===== config.mk =====
export PLATFORM = sky130hd
export DESIGN_NAME = fetch_unit
export DESIGN_NICKNAME = d
export VERILOG_FILES = /design/src/rtl/fetch_unit.sv
export SDC_FILE = /design/constraint.sdc
export NUM_CORES = 1
export LEC_CHECK = 0
export ABC_CLOCK_PERIOD_IN_PS = 2500
export CAP_MARGIN = 20
export CELL_PAD_IN_SITES_DETAIL_PLACEMENT = 0
export CELL_PAD_IN_SITES_GLOBAL_PLACEMENT = 1
export CORE_AREA = 2 2 163 165
export CTS_BUF_LIST = sky130_fd_sc_hd__clkbuf_8
export CTS_CLUSTER_DIAMETER = 150
export CTS_CLUSTER_SIZE = 16
export DETAILED_ROUTE_END_ITERATION = 10
export DIE_AREA = 0 0 165 167
export GPL_TIMING_DRIVEN = 1
export PLACE_DENSITY_LB_ADDON = 0.1
export SETUP_SLACK_MARGIN = 0.05
export SLEW_MARGIN = 20
export SYNTH_ARGS = -nofsm -noshare
export SYNTH_HDL_FRONTEND = slang
export SYNTH_SLANG_ARGS = --single-unit

===== constraint.sdc =====
create_clock -name clk -period 2.5 [get_ports clk]
set_input_delay 0.375 -clock clk [delete_from_list [all_inputs] [get_ports clk]]
set_output_delay 0.375 -clock clk [all_outputs]
set_load 0.01 [all_outputs]

===== src/rtl/fetch_unit.sv =====
// Instruction fetch front end: credit-limited IMEM requests, in-order PC tagging, 2-entry instruction buffer.
// Latency: IMEM response in cycle N is presented to decode in cycle N+1; a redirect flushes on the next edge.
// Backpressure: inst_ready low fills the buffer and withholds IMEM credits; imem_req_ready low holds the request.
// Optional feature: define FETCH_MISALIGN_TRAP_EN to trap misaligned redirects instead of force-aligning them.

// Small generic FIFO. Depth must be a power of two; flush wins over push/pop.
module fetch_fifo #(
    parameter int W     = 32,
    parameter int DEPTH = 2
) (
    input  logic                       clk,
    input  logic                       async_reset,
    input  logic                       flush,
    input  logic                       push,
    input  logic [W-1:0]               push_dat,
    input  logic                       pop,
    output logic [W-1:0]               head_dat,
    output logic [$clog2(DEPTH):0]     count
);
    localparam int AW = (DEPTH > 1) ? $clog2(DEPTH) : 1;
    localparam int CW = $clog2(DEPTH) + 1;

    logic [W-1:0]  mem [DEPTH];
    logic [AW-1:0] rd_ptr;
    logic [AW-1:0] wr_ptr;
    logic          wr_en;
    logic          rd_en;

    assign wr_en    = push && (count != CW'(DEPTH));
    assign rd_en    = pop && (count != '0);
    assign head_dat = mem[rd_ptr];

    // Storage, pointers and occupancy; storage is cleared so the head reads zero out of reset.
    always_ff @(posedge clk or negedge async_reset) begin
        if (!async_reset) begin
            for (int i = 0; i < DEPTH; i++) mem[i] <= '0;
            rd_ptr <= '0;
            wr_ptr <= '0;
            count  <= '0;
        end else if (flush) begin
            rd_ptr <= '0;
            wr_ptr <= '0;
            count  <= '0;
        end else begin
            if (wr_en) begin
                mem[wr_ptr] <= push_dat;
                wr_ptr      <= wr_ptr + AW'(1);
            end
            if (rd_en) rd_ptr <= rd_ptr + AW'(1);
            count <= count + CW'(wr_en) - CW'(rd_en);
        end
    end
endmodule

module fetch_unit #(
    parameter int              bits      = 32,
    parameter logic [bits-1:0] RESET_PC  = '0,
    parameter int              BUF_DEPTH = 2     // only 2 is supported
) (
    input  logic            clk,
    input  logic            async_reset,
    output logic            imem_req_valid,
    input  logic            imem_req_ready,
    output logic [bits-1:0] imem_addr,
    input  logic            imem_rsp_valid,
    input  logic [bits-1:0] imem_rsp_data,
    input  logic            redirect_valid,
    input  logic [bits-1:0] redirect_pc,
    output logic            inst_valid,
    input  logic            inst_ready,
    output logic [bits-1:0] inst_data,
    output logic [bits-1:0] inst_pc
`ifdef FETCH_MISALIGN_TRAP_EN
    ,
    output logic            misalign_trap
`endif
);
    localparam int CW = $clog2(BUF_DEPTH) + 1;

    logic [bits-1:0]   fetch_pc;
    logic [1:0]        outstanding;
    logic [1:0]        drop_cnt;
    logic [1:0]        outstanding_after_rsp;
    logic              run;
    logic [CW-1:0]     buf_count;
    logic [CW-1:0]     tag_count;
    logic [bits-1:0]   tag_pc;
    logic [2*bits-1:0] buf_head;
    logic              credit_ok;
    logic              req_fire;
    logic              rsp_live;
    logic              rsp_take;
    logic              rsp_push;
    logic              inst_pop;
    logic              fetch_halt;
    logic [bits-1:0]   redirect_target;

`ifdef FETCH_MISALIGN_TRAP_EN
    logic redirect_misaligned;
    logic halt_q;

    assign redirect_misaligned = redirect_valid && (redirect_pc[1:0] != 2'b00);
    assign redirect_target     = redirect_pc;
    assign fetch_halt          = halt_q;

    // One-cycle trap pulse on a misaligned redirect; fetch stays halted until an aligned redirect.
    always_ff @(posedge clk or negedge async_reset) begin
        if (!async_reset) begin
            misalign_trap <= 1'b0;
            halt_q        <= 1'b0;
        end else begin
            misalign_trap <= redirect_misaligned;
            if (redirect_valid) halt_q <= redirect_misaligned;
        end
    end
`else
    // Misaligned targets are silently aligned down to a word boundary.
    assign redirect_target = redirect_pc & ~bits'(3);
    assign fetch_halt      = 1'b0;
`endif

    // Credits count buffered plus in-flight (including doomed) requests; same-cycle pops are not credited.
    assign credit_ok      = (3'(buf_count) + 3'(outstanding)) < 3'(BUF_DEPTH);
    assign imem_req_valid = run && credit_ok && !redirect_valid && !fetch_halt;
    assign imem_addr      = fetch_pc;
    assign req_fire       = imem_req_valid && imem_req_ready;

    // Responses with nothing outstanding (e.g. from before a reset) are ignored outright.
    assign rsp_live              = imem_rsp_valid && (outstanding != 2'd0);
    assign rsp_take              = rsp_live && (drop_cnt == 2'd0) && (tag_count != '0);
    assign rsp_push              = rsp_take && !redirect_valid;
    assign outstanding_after_rsp = outstanding - 2'(rsp_live);

    assign inst_valid = (buf_count != '0);
    assign inst_pop   = inst_valid && inst_ready && !redirect_valid;
    assign inst_pc    = buf_head[2*bits-1:bits];
    assign inst_data  = buf_head[bits-1:0];

    // Requests are held back for one cycle after reset release so the first one starts on a clean edge.
    always_ff @(posedge clk or negedge async_reset) begin
        if (!async_reset) run <= 1'b0;
        else              run <= 1'b1;
    end

    // Fetch PC: a redirect overrides any same-cycle acceptance.
    always_ff @(posedge clk or negedge async_reset) begin
        if (!async_reset)        fetch_pc <= RESET_PC;
        else if (redirect_valid) fetch_pc <= redirect_target;
        else if (req_fire)       fetch_pc <= fetch_pc + bits'(4);
    end

    // In-flight accounting; on redirect every remaining in-flight response becomes one to discard.
    always_ff @(posedge clk or negedge async_reset) begin
        if (!async_reset) begin
            outstanding <= 2'd0;
            drop_cnt    <= 2'd0;
        end else if (redirect_valid) begin
            outstanding <= outstanding_after_rsp;
            drop_cnt    <= outstanding_after_rsp;
        end else begin
            outstanding <= outstanding_after_rsp + 2'(req_fire);
            if (rsp_live && (drop_cnt != 2'd0)) drop_cnt <= drop_cnt - 2'd1;
        end
    end

    // PCs of live requests, in issue order, matched to responses as they return.
    fetch_fifo #(.W(bits), .DEPTH(2)) u_tag_q (
        .clk         (clk),
        .async_reset (async_reset),
        .flush       (redirect_valid),
        .push        (req_fire),
        .push_dat    (fetch_pc),
        .pop         (rsp_take),
        .head_dat    (tag_pc),
        .count       (tag_count)
    );

    // Instruction buffer feeding decode, entries are {pc, instruction}.
    fetch_fifo #(.W(2*bits), .DEPTH(BUF_DEPTH)) u_inst_buf (
        .clk         (clk),
        .async_reset (async_reset),
        .flush       (redirect_valid),
        .push        (rsp_push),
        .push_dat    ({tag_pc, imem_rsp_data}),
        .pop         (inst_pop),
        .head_dat    (buf_head),
        .count       (buf_count)
    );
endmodule


# [After elaboration in Yosys (flattened, before gate mapping)]
# Index checks and enable logic that the tools add are counted.
[totals] memories=0 latchBits=0 regBits=237 word_cells=98 mem_bits_rw=0 output_inout_bits=98 romBits=0 in_bits=70
[op_classes] shift=0 add_sub_neg=13 order_cmp=7 mul=0 n_eq_ne=2 bitwise=5 muxes=27 div=0 reduce_logical=30
[op_table] op="64-bit two-way mux" count=4
[op_table] op="32-bit two-way mux" count=6
[op_table] op="128-bit bitwise mux" count=1
[op_table] op="64-bit bitwise mux" count=1
[op_table] op="64-bit demux with 1-bit select" count=1
[op_table] op="32-bit by 3-bit adder with 32-bit output (second input constant)" count=1
[op_table] op="32-bit demux with 1-bit select" count=1
[op_table] op="2-bit nonzero test" count=10
[op_table] op="1-bit logical AND" count=16
[op_table] op="2-bit two-way mux" count=5
[op_table] op="2-bit greater-or-equal comparator (second input constant)" count=4
[op_table] op="1-bit two-way mux" count=8
[op_table] op="1-bit inverter with 2-bit output" count=4
[op_table] op="2-bit by 1-bit adder with 2-bit output" count=3
[op_table] op="2-bit by 1-bit subtractor with 2-bit output" count=3
[op_table] op="1-bit adder (second input constant)" count=4
[op_table] op="2-bit by 1-bit less-than comparator with 1-bit output (second input constant)" count=2
[op_table] op="2-bit inequality test (second input constant)" count=2
[op_table] op="2-bit AND reduction" count=2
[op_table] op="2-bit by 2-bit adder with 3-bit output" count=1
[op_table] op="3-bit by 2-bit less-than comparator with 1-bit output (second input constant)" count=1
[op_table] op="2-bit logical NOT" count=1
[op_table] op="2-bit by 1-bit subtractor with 2-bit output (second input constant)" count=1
[op_table] op="1-bit logical NOT" count=1
[op_table] op="1-bit inverter" count=1

# [Depth between registers and ports, before layout]
[logic_depth] word_depth=9 mapped_depth=9 depth_no_buf=9

# [By module]
# A second synthesis with hierarchy kept.
[hier_totals] cells_unflattened=808 area_unflattened_um2=10965.5
[by_module_without_submodules] mod="fetch_fifo (u_inst_buf)" cells_each=364 instances=1 seq_area_each_um2=3303.2 area_each_um2=5776.8
[by_module_without_submodules] mod="fetch_fifo (u_tag_q)" cells_each=194 instances=1 seq_area_each_um2=1701.6 area_each_um2=2995.4
[by_module_without_submodules] mod="fetch_unit" cells_each=250 instances=1 seq_area_each_um2=875.8 area_each_um2=2193.4

# [Least setup slack after synthesis]
# OpenSTA, ideal clock, no wires.
[synth_path] kind="register to register" start="register u_inst_buf.count[0]" end="register fetch_pc[28], in the netlist imem_addr[28]" arrival_ps=2427 required_time_ps=2418 path_buffers=1 path_slack_ps=-9 synth_period_minus_slack_ps=2509 setup_time_ps=82 stages_incl_launch_ff=9 path_cell_list="dfrtp_1 inv_1 nor2_1 fa_1 nand4bb_1 or3_1 clkbuf_1 or4_1 a31oi_1"
[synth_via] elab_chain_len=6
[synth_rtl] element="start: declaration" line_no="18" text="output logic [$clog2(DEPTH):0] count"
[synth_rtl] element="start signal: assignment" line_no="50" text="count <= count + CW'(wr_en) - CW'(rd_en);"
[synth_rtl] element="2-bit by 2-bit adder with 3-bit output" line_no="123" text="assign credit_ok = (3'(buf_count) + 3'(outstanding)) < 3'(BUF_DEPTH);"
[synth_rtl] element="3-bit by 2-bit less-than comparator with 1-bit output" line_no="123"
[synth_rtl] element="1-bit logical AND (2 in a row)" line_no="124" text="assign imem_req_valid = run && credit_ok && !redirect_valid && !fetch_halt;"
[synth_rtl] element="1-bit logical AND" line_no="126" text="assign req_fire = imem_req_valid && imem_req_ready;"
[synth_rtl] element="2-bit nonzero test (no source line)"
[synth_rtl] element="end signal: assignment" line_no="148" text="else if (redirect_valid) fetch_pc <= redirect_target;"
[synth_rtl] element="end signal: assignment" line_no="149" text="else if (req_fire) fetch_pc <= fetch_pc + bits'(4);"
[synth_rtl] element="end: declaration" line_no="80" text="logic [bits-1:0] fetch_pc;"
# No other way between the ends.
# A chain may end at the register's enable or synchronous reset.

# [Worst setup path in the final report]
[layout_path] start="register u_inst_buf.count[0]" end="register u_tag_q.mem[61] (netlist bit)"
[layout_via] elab_chain_len=7
[layout_rtl] element="2-bit by 2-bit adder with 3-bit output" line_no="123"
[layout_rtl] element="3-bit by 2-bit less-than comparator with 1-bit output" line_no="123"
[layout_rtl] element="1-bit logical AND (2 in a row)" line_no="124"
[layout_rtl] element="1-bit logical AND" line_no="126"
[layout_rtl] element="1-bit logical AND" line_no="29" text="assign wr_en = push && (count != CW'(DEPTH));"
[layout_rtl] element="2-bit AND reduction (no source line)"
[layout_rtl] element="end signal: indexed assignment" line_no="46" text="mem[wr_ptr] <= push_dat;"
[layout_rtl] element="end: declaration" line_no="23" text="logic [W-1:0] mem [DEPTH];"
# No other way between the ends.

==> run metrics <==
Lkg Pwr 6.511 nW; CTS root buf clkbuf_8; DR WL met3 1193 um; CP startpoint kind flop; Crit. End Element flop; # port buffers 161; area grow syn2layout 30.35%; Yosys cell types 40; relative slew slack 59.07%; Initial Util 40.66%; Finished Layout Cells 1321; clock skew 0.03826 ns; Met2 Wirelength 13000 um; Post-synth EDFFs 0; DRT Wirelength 26360 um; Die Y 167 um; Post-synth ARST share 100.0%; register area share after synthesis 54.22%; Placed Cells 1280; uppermost layer routed met4; Worst Hold Class in2async; DP HPWL 17350 um; Core Footprint 25760 sq um; fin crit period 2.584 ns; die area 27560 sq um; routability congestion estimate 0.8287; TritonCTS Buffers 18; Initial DRT Pass Iterations 4; chip width 165 um; register clock-pin slew on the reported worst setup and hold paths 0.11 ns; Worst Reg2Reg Path Length in Cells 10; Nets 1064; Post-synth top flop dfrtp_1; RR Startpoint u_inst_buf.count[0]$_DFF_PN0_; Crit Path Max Fanout 8; multi-input logic area 4866 sq um; Slew Limit Fails 0; R2R Setup Slk -0.08 ns; critical path class reg2reg; fraction of layout cells with a size suffix above 1 40.47%; CP Data Arrival Time 3.00 ns; reg2reg end u_tag_q.mem[61]$_DFFE_PN0P_; pin count of the biggest net entering global routing 76; FF+latch count, synth 227; PD cells 798.5 nW/um^2; setup tns final -2.067 ns; wl on met1 11720 um; Total Routing Usage GR 19.36%; Worst-Skew Late Latency 0.55 ns; Post-route DRC 0; Clock Tree Buf Depth 3; Final WS setup -0.08379 ns; 1st-iter DRT viols 384; FF+latch area 5682 sq um; ANT cells 0; Period Utilization, post-route 103.4%; via count of the first global-routing pass 7615; f_max 387.0 MHz; status finished with violations; Setup violations, final 37; grt total ovfl 0; Synth warnings 0; Sink Count 227; unrepaired setup endpoints after global routing true; Top Ports 168; initial antenna violation count 0; Fill cells 2220; CTS tree yes; wire per inst 19.96 um; CTS HTree Levels 1; Antenna Violating Nets Remaining 0; first-pass GRT wire length 41990 um; Fin. Hold Viols 0; total number of vias 6956; Max-cap violations 0; failing checks negative setup slack; Synth Area per Inst 13.35 sq um; Synth Instances 785; Syn Std Cell Area 10480 sq um; row cnt 59; maximum vdd ir drop 0.0003803 V; Worst Tran Pin Value 0.6139 ns; Vias/cell 5.266; Worst Path Required 2.91 ns
==> state kept, by name, indices dropped and copies added (netlist names) <==
register,cells
u_tag_q.wr_ptr,1
run,1
u_inst_buf.count,2
outstanding,2
u_inst_buf.wr_ptr,1
u_tag_q.mem,60
u_inst_buf.rd_ptr,1
drop_cnt,2
u_inst_buf.mem,124
u_tag_q.rd_ptr,1
imem_addr,30
u_tag_q.count,2
==> Yosys cell counts (6+ instances only) <==
| cell | count | area, sq um |
|---|---|---|
| or4_1 | 14 | 105.1 |
| xor2_1 | 7 | 61.31 |
| mux2_2 | 277 | 3119 |
| o31ai_1 | 13 | 97.59 |
| ha_1 | 8 | 100.1 |
| inv_1 | 13 | 48.80 |
| and3_1 | 6 | 37.54 |
| nand3_1 | 8 | 40.04 |
| nor2_1 | 30 | 112.6 |
| a31oi_1 | 16 | 100.1 |
| dfrtp_1 | 227 | 5680 |
| o21ai_0 | 19 | 95.09 |
| clkbuf_1 | 20 | 75.07 |
| nor2b_1 | 6 | 37.54 |
| nand4_1 | 8 | 50.05 |
| buf_2 | 19 | 95.09 |
| xnor2_1 | 15 | 131.4 |
| nand2_1 | 28 | 105.1 |
==> metrics by stage <==
step           power [mW]  hold slack [ns]  util [%]  instance area [sq um]  setup slack, ns
2_1_floorplan       7.265          0.07941         -                  10510          0.04406
3_3_place_gp        8.957           0.3909     49.65                  12790         -0.01584
3_5_place_dp        9.133           0.4019     49.65                  12790         -0.07923
4_1_cts             10.95           0.3545     52.15                  13440         -0.07814
5_1_grt             11.60           0.3725     53.00                  13660          -0.1717
6_report            10.90           0.3714     53.00                  13660         -0.08379
==> worst max-delay path, stage by stage, from the launching register on <==
cell      delay, ns
dfrtp_1        0.39
inv_1          0.12
nor2_4         0.06
fa_2           0.51
nor4bb_4       0.28
buf_4          0.16
and3_4         0.17
nor2b_4        0.19
buf_6          0.15
buf_12         0.14
mux2_4         0.30
==> worst max path at each step <==
stage	end	slack [ns]	start
after floorplan	imem_addr[28]$_DFFE_PN0P_	0.04	u_inst_buf.count[0]$_DFF_PN0_
after global placement	u_tag_q.mem[38]$_DFFE_PN0P_	-0.02	u_inst_buf.count[0]$_DFF_PN0_
after detailed placement	u_tag_q.mem[38]$_DFFE_PN0P_	-0.08	u_inst_buf.count[0]$_DFF_PN0_
after CTS	u_tag_q.mem[61]$_DFFE_PN0P_	-0.08	outstanding[0]$_DFF_PN0_
after global routing	imem_addr[13]$_DFFE_PN0P_	-0.17	outstanding[0]$_DFF_PN0_
final	u_tag_q.mem[61]$_DFFE_PN0P_	-0.08	u_inst_buf.count[0]$_DFF_PN0_
==> per-layer routing <==
layer  vias up  track usage, %
met5         -               0
met4         0           3.970
met3        33           2.964
met2       162           32.54
met1      3557           26.56
li1       3204               -
==> cells by family after synthesis <==
family,share of synthesized area (%)
multiplexers,29.97
flip-flops,54.22
AND/OR/NAND/NOR,7.023
buffers and inverters,2.627
AO/OA/AOI/OAI,3.105
XOR/XNOR,1.839
adder cells (fa/ha/maj),1.147
other,0.07169
==> cell usage in the layout (no fill, tap or decap), types with 5 or more instances in the layout <==
master | Yosys | layout
clkbuf_8 | 0 | 19
inv_1 | 13 | 13
nand3_1 | 8 | 8
clkdlybuf4s50_1 | 0 | 97
o21ai_1 | 0 | 5
nor2_1 | 30 | 27
dlygate4sd2_1 | 0 | 62
dfrtp_1 | 227 | 226
ha_1 | 8 | 8
xnor2_1 | 15 | 15
conb_1 | 2 | 5
a31oi_1 | 16 | 15
mux2_2 | 277 | 247
buf_4 | 4 | 33
and3_1 | 6 | 5
buf_16 | 0 | 7
nand2_1 | 28 | 26
or4_1 | 14 | 11
xor2_1 | 7 | 6
or4_4 | 3 | 6
nand4_1 | 8 | 8
o31ai_1 | 13 | 11
o21ai_0 | 19 | 14
buf_6 | 1 | 8
buf_12 | 0 | 14
mux2_4 | 0 | 30
==> final cells by class <==
type	count	share of cell area (%)
clock buffer	19	1.915
tap	335	3.069
clock inverter	2	0.1466
sequential	227	41.61
inverter	14	0.3848
multi-input combinational	500	35.63
timing repair buffer	224	17.24
==> what timing repair did <==
item | CTS | global route
cloned | 7 | 0
buffers inserted | 9 | 3
endpoints found under the setup margin | 131 | 91
pin swaps | 16 | 24
hold buffers | 1 | 0
resized for setup | 109 | 46
endpoints found under the hold margin | 69 | 0
==> where the power goes <==
part	switching (mW)	internal, mW	total, mW	leakage [nW]
clock network	1.20	0.700	1.90	0.149
logic	1.48	2.30	3.77	3.37
registers	0.587	4.64	5.23	2.99
No activity file was read; power rests on OpenSTA's default activity.
